## config.mk

```make
export PLATFORM = sky130hd
export DESIGN_NAME = reaction_round_ctrl
export DESIGN_NICKNAME = d
export VERILOG_FILES = /design/src/rtl/reaction_round_ctrl.sv
export SDC_FILE = /design/constraint.sdc
export NUM_CORES = 1
export LEC_CHECK = 0
export BUFFER_PORTS_ARGS = -buffer_cell sky130_fd_sc_hd__clkbuf_2
export CAP_MARGIN = 25
export CORE_UTILIZATION = 60
export CTS_CLUSTER_DIAMETER = 200
export DETAILED_ROUTE_END_ITERATION = 12
export GPL_ROUTABILITY_DRIVEN = 0
export MAX_ROUTING_LAYER = met4
export PLACE_DENSITY = 0.77
export SLEW_MARGIN = 20
export SYNTH_ARGS = -nofsm -noshare
export SYNTH_HDL_FRONTEND = slang
export SYNTH_SLANG_ARGS = --single-unit
export TNS_END_PERCENT = 10
```

## constraint.sdc

```tcl
create_clock -name clk -period 31.8 [get_ports clk]
set_input_delay 6.36 -clock clk [delete_from_list [all_inputs] [get_ports clk]]
set_output_delay 6.36 -clock clk [all_outputs]
set_load 0.05 [all_outputs]
```

## src/rtl/reaction_round_ctrl.sv

```systemverilog
// Reaction game round sequencer: difficulty select, target, count, score.
// Button edge detection, LED score bar and multi-round score accumulation.
module reaction_round_ctrl #(
  parameter int EASY_TICKS = 1000000,
  parameter int REG_TICKS  = 200000,
  parameter int HARD_TICKS = 100000,
  parameter int NUM_ROUNDS = 5,
  parameter int LED_STEP   = 30,
  parameter int MAX_COUNT  = 9999
) (
  input  logic        clk,
  input  logic        rst_n,
  input  logic        btn_up,
  input  logic        btn_down,
  input  logic        btn_sel,
  input  logic [13:0] rand_in,
  output logic [1:0]  select,
  output logic [1:0]  mode,
  output logic [13:0] number,
  output logic [15:0] led,
  output logic [2:0]  round,
  output logic [15:0] total_score,
  output logic        game_over
);

  localparam int MAX_ER = (EASY_TICKS > REG_TICKS) ? EASY_TICKS : REG_TICKS;
  localparam int MAXT   = (MAX_ER > HARD_TICKS) ? MAX_ER : HARD_TICKS;
  localparam int TW     = (MAXT > 1) ? $clog2(MAXT) : 1;

  localparam logic [TW-1:0] LAST_E = TW'(EASY_TICKS - 1);
  localparam logic [TW-1:0] LAST_R = TW'(REG_TICKS - 1);
  localparam logic [TW-1:0] LAST_H = TW'(HARD_TICKS - 1);
  localparam logic [13:0]   MAX_N  = 14'(MAX_COUNT);
  localparam logic [2:0]    LAST_RD = 3'(NUM_ROUNDS - 1);

  typedef enum logic [1:0] {
    S_MODE   = 2'd0,
    S_TARGET = 2'd1,
    S_COUNT  = 2'd2,
    S_SCORE  = 2'd3
  } state_t;

  state_t state, state_d;

  logic [1:0]    mode_d;
  logic [13:0]   number_d;
  logic [15:0]   led_d;
  logic [2:0]    round_d;
  logic [15:0]   total_d;
  logic          over_d;
  logic [13:0]   target, target_d;
  logic [TW-1:0] tick, tick_d;
  logic [TW-1:0] last_tick;

  logic up_q, dn_q, sel_q;
  logic up_p, dn_p, sel_p;
  logic [13:0] rnd_t;

  assign up_p   = btn_up & ~up_q;
  assign dn_p   = btn_down & ~dn_q;
  assign sel_p  = btn_sel & ~sel_q;
  assign rnd_t  = (rand_in == 14'd0) ? 14'd1 : rand_in;
  assign select = state;

  always_comb begin
    last_tick = LAST_H;
    unique case (1'b1)
      mode == 2'd0: last_tick = LAST_E;
      mode == 2'd1: last_tick = LAST_R;
      default:      last_tick = LAST_H;
    endcase
  end

  // Scoring: LED count found by a threshold compare chain, not a divider.
  logic [13:0] err;
  logic [4:0]  off;
  logic [16:0] mask;
  logic [15:0] led_new;
  logic [4:0]  pts;
  logic [16:0] sum;
  logic [15:0] total_new;

  always_comb begin
    err = (number >= target) ? (number - target) : (target - number);
    off = 5'd0;
    for (int k = 1; k <= 16; k++) begin
      if (int'(err) >= k * LED_STEP) off = off + 5'd1;
    end
    mask      = (17'd1 << off) - 17'd1;
    led_new   = ~mask[15:0];
    pts       = 5'd16 - off;
    sum       = {1'b0, total_score} + {12'd0, pts};
    total_new = sum[16] ? 16'hFFFF : sum[15:0];
  end

  always_comb begin
    state_d  = state;
    mode_d   = mode;
    number_d = number;
    led_d    = led;
    round_d  = round;
    total_d  = total_score;
    over_d   = game_over;
    target_d = target;
    tick_d   = tick;
    unique case (state)
      S_MODE: begin
        if (up_p && !dn_p && mode != 2'd2) begin
          mode_d = mode + 2'd1;
        end else if (dn_p && !up_p && mode != 2'd0) begin
          mode_d = mode - 2'd1;
        end
        if (sel_p) begin
          state_d  = S_TARGET;
          round_d  = 3'd0;
          total_d  = 16'd0;
          led_d    = 16'd0;
          target_d = rnd_t;
        end
      end
      S_TARGET: begin
        number_d = target;
        if (sel_p) begin
          state_d  = S_COUNT;
          number_d = 14'd0;
          tick_d   = '0;
        end
      end
      S_COUNT: begin
        if (sel_p || number == MAX_N) begin
          state_d = S_SCORE;
          led_d   = led_new;
          total_d = total_new;
          if (round == LAST_RD) over_d = 1'b1;
        end else if (tick == last_tick) begin
          tick_d   = '0;
          number_d = number + 14'd1;
        end else begin
          tick_d = tick + 1'b1;
        end
      end
      S_SCORE: begin
        if (sel_p) begin
          if (game_over) begin
            state_d  = S_MODE;
            number_d = 14'd0;
            led_d    = 16'd0;
            over_d   = 1'b0;
          end else begin
            state_d  = S_TARGET;
            round_d  = round + 3'd1;
            target_d = rnd_t;
          end
        end
      end
      default: state_d = S_MODE;
    endcase
  end

  always_ff @(posedge clk) begin
    if (!rst_n) begin
      state       <= S_MODE;
      mode        <= 2'd1;
      number      <= 14'd0;
      led         <= 16'd0;
      round       <= 3'd0;
      total_score <= 16'd0;
      game_over   <= 1'b0;
      target      <= 14'd0;
      tick        <= '0;
      up_q        <= 1'b0;
      dn_q        <= 1'b0;
      sel_q       <= 1'b0;
    end else begin
      state       <= state_d;
      mode        <= mode_d;
      number      <= number_d;
      led         <= led_d;
      round       <= round_d;
      total_score <= total_d;
      game_over   <= over_d;
      target      <= target_d;
      tick        <= tick_d;
      up_q        <= btn_up;
      dn_q        <= btn_down;
      sel_q       <= btn_sel;
    end
  end

endmodule

```

==> results.py <==
metrics = {
    "die": {
        "io-pin-count": 73,
        "floorplan.die.height_um": 124.3,
        "effective_utilization_at_floorplan_pct": 61.53,
        "die-width_um": 124.3,
        "fp.coreArea_sq_um": 14590,
        "core.rowCount": 44,
        "dieArea_sq_um": 15450,
    },
    "clock_network": {
        "cts-root-to-sink-buffers": 2,
        "path_clk_slew_ps": 70,
        "root_buffer": "clkbuf_16",
        "clkLatencyLatePin_ps": 350,
        "htreeDepth": 3,
        "cts_tree": "yes",
        "cts-hold-fix-buffers": 0,
        "cts_repair_resize_count": 0,
        "numCtsBuffers": 9,
        "cts_setup_buffers": 0,
        "cts_num_sinks": 91,
    },
    "global_route": {
        "wire_length_of_the_first_global_routing_pass_um": 40610,
        "globalRouteOverflowTotal": 0,
        "vias_in_the_first_global_route": 8457,
        "initial_antenna_violation_count": 0,
        "pin_count_of_the_biggest_net_entering_global_routing": 54,
        "grt_util_all_layers_pct": 31.84,
    },
    "worst_setup_path": {
        "worst_r2r_endpoint": "total_score[13]",
        "worst-r2r-setup-slack_ps": 16050,
        "critical_path.max_stage_delay_ps": 580,
        "ff2ff_path_depth": 68,
        "cp_max_stage_cell": "or2_1",
        "critPathRequiredTime_ps": 32080,
        "worst_setup_path_startpoint": "number[4]",
        "most_repeated_library_cell_on_the_critical_path": "ha_1",
        "crit_path_max_fanout": 19,
        "critical_path_arrival_ps": 16030,
        "type_of_the_setup_path_with_the_least_slack": "flip-flop to flip-flop",
        "worst_r2r_start": "number[4]",
        "timing.critical_path.from_type": "flip-flop",
        "setup.worst_path.end_class": "flip-flop",
    },
    "worst_hold_path": {
        "timing.hold.worst.start": "led[12]",
        "hold-path-endpoint": "led[12]",
        "worst_hold_path_type": "flip-flop to flip-flop",
        "min_delay_path_depth": 2,
    },
    "timing": {
        "timing.clock.skew_ps": 9.807,
        "maxSlewHeadroom_pct": 42.30,
        "final_min_period_over_clock_period_pct": 49.54,
        "final_max_slew_viol_count": 0,
        "finalHoldViolCount": 0,
        "period_needed_ps": 15750,
        "max_freq_mhz": 63.48,
        "worstMarginPinSlew_ps": 865.4,
        "tns_ps": 0,
        "final-setup-viol-count": 0,
        "rsz_0062_raised_after_global_routing": "false",
    },
    "yosys": {
        "post-synth-top-area-cell": "dfxtp_1",
        "synth_nets": 1297,
        "post-synth-top-count-cell": "nand2_1",
        "synth_top_area_share_pct": 20.30,
        "synthesis.area_sq_um": 8976,
        "ys_dominant_reg_cell": "dfxtp_1",
        "ys_async_sr_fraction_pct": 0,
        "postSynthRegisterBits": 91,
        "sequential_fraction_of_the_synthesis_area_pct": 20.30,
        "postSynthCellCount": 1208,
        "number_of_warnings_printed_during_yosys_synthesis": 0,
        "syn_avg_cell_area_sq_um": 7.431,
        "number_of_unique_standard_cell_types_used_by_synthesis": 97,
        "yosys-top-cells-area": "dfxtp_1 20%, ha_1 9.3%, a21oi_1 5.8%, nand2_1 5.4%, nor2_1 4.9%",
        "netlist_top_cells_count": "129 x nand2_1, 118 x nor2_1, 104 x a21oi_1",
        "synth-edff-count": 0,
    },
    "placed_design": {
        "place_hpwl_um": 18290,
        "io_buffers": 72,
    },
    "routing": {
        "drt-initial-drc-count": 778,
        "ant_nets": 0,
        "via_count": 9041,
        "route.detailed.vias_per_inst": 6.300,
        "wl_per_cell_um": 16.74,
        "drt_wl_total_um": 24020,
        "route.detailed.drc": 0,
        "drt-pass1-iter-count": 7,
    },
    "run": {
        "max_cap_violations": 0,
    },
    "final_layout": {
        "nNetsFinal": 1335,
        "n_antenna_cell": 0,
        "synthToLayoutAreaGrowth_pct": 7.792,
        "layout-drive-gt1-share_pct": 11.51,
        "fillCellCount": 1280,
    },
    "outcome": {
        "outcome": "complete, no violations",
    },
}
==> how the worst max path moves through the flow <==
stage | cells past startpoint | slack (ps) | endpoint
after floorplan | 76 | 17690 | total_score[11]
after global placement | 68 | 16850 | total_score[13]
after detailed placement | 68 | 16350 | total_score[13]
after CTS | 68 | 16200 | total_score[13]
after global routing | 68 | 15060 | total_score[13]
final | 68 | 16050 | total_score[13]
==> logic make-up (layout without fill, tap and decap cells) <==
| family | count (synthesis) | count (layout) | share of synthesized area (%) |
|---|---|---|---|
| multiplexers | 25 | 25 | 3.025 |
| AND/OR/NAND/NOR | 479 | 479 | 26.71 |
| adder cells (fa/ha/maj) | 70 | 70 | 10.01 |
| buffers and inverters | 121 | 164 | 5.436 |
| AO/OA/AOI/OAI | 353 | 353 | 26.16 |
| flip-flops | 91 | 91 | 20.30 |
| XOR/XNOR | 69 | 69 | 8.364 |
==> layout make-up <==
cell class                      instances  area, sq um  area share, %
Clock buffer                           11        242.7          2.509
Clock inverter                          5        38.79         0.4009
Inverter                               69        259.0          2.677
Multi-Input combinational cell        996         6670          68.94
Sequential cell                        91         1822          18.83
Tap cell                              184        230.2          2.379
Timing Repair Buffer                   79        412.9          4.267
==> per-layer routing <==
metal | routed length, um | GRT usage [%] | vias up | part of all wire [%]
met5 | 0 | - | - | 0
met4 | 572 | 10.70 | 0 | 2.4
met3 | 1272 | 4.682 | 48 | 5.3
met2 | 11240 | 50.50 | 290 | 47
met1 | 10930 | 41.43 | 4275 | 46
li1 | - | - | 4428 | -
==> per-stage QoR <==
step	hold WS [ps]	cells	setup slack, ps	utilization (%)	cell area [sq um]
finish	463.3	1435	16050	66.32	9676
floorplan	449.7	1208	17690	-	8976
detailed placement	450.0	1417	16350	64.26	9375
global placement	443.1	1417	16850	64.26	9375
global route	490.5	1435	15060	66.32	9676
CTS	465.8	1433	16200	66.19	9657
==> layout by cell type (no fill, tap or decap), drive strengths merged, types with 12 or more instances in the layout <==
master and instances:
nor4 13, o21a 13, a21o 20, a21oi 107, o31ai 12, o21ai 83
nand3 35, mux2i 17, clkbuf 83, nor2 121, nand2b 25, xnor2 35
a221oi 12, or3 13, ha 67, nand2 130, nand4 14, inv 69
xor2 28, a211oi 18, nor3 35, and3 21, and2 17, dfxtp 91
nor2b 21
==> flip-flops by register name, indices dropped and copies added (netlist names), 2 cells and up <==
name / cells
tick: 20
led: 16
total_score: 16
number: 14
target: 14
round: 3
mode: 2
select: 2
==> worst max-delay path: cells and delay by family (launching register included) <==
family	cells	cell delay, ps
multiplexers	6	1270
AO/OA/AOI/OAI	15	3290
XOR/XNOR	1	230
adder cells (fa/ha/maj)	17	5490
AND/OR/NAND/NOR	24	4560
flip-flops	1	450
buffers and inverters	5	430
Power is left out: the tool's default activity adds up to more than one toggle a clock period on the data nets, which glitch-free logic cannot reach.
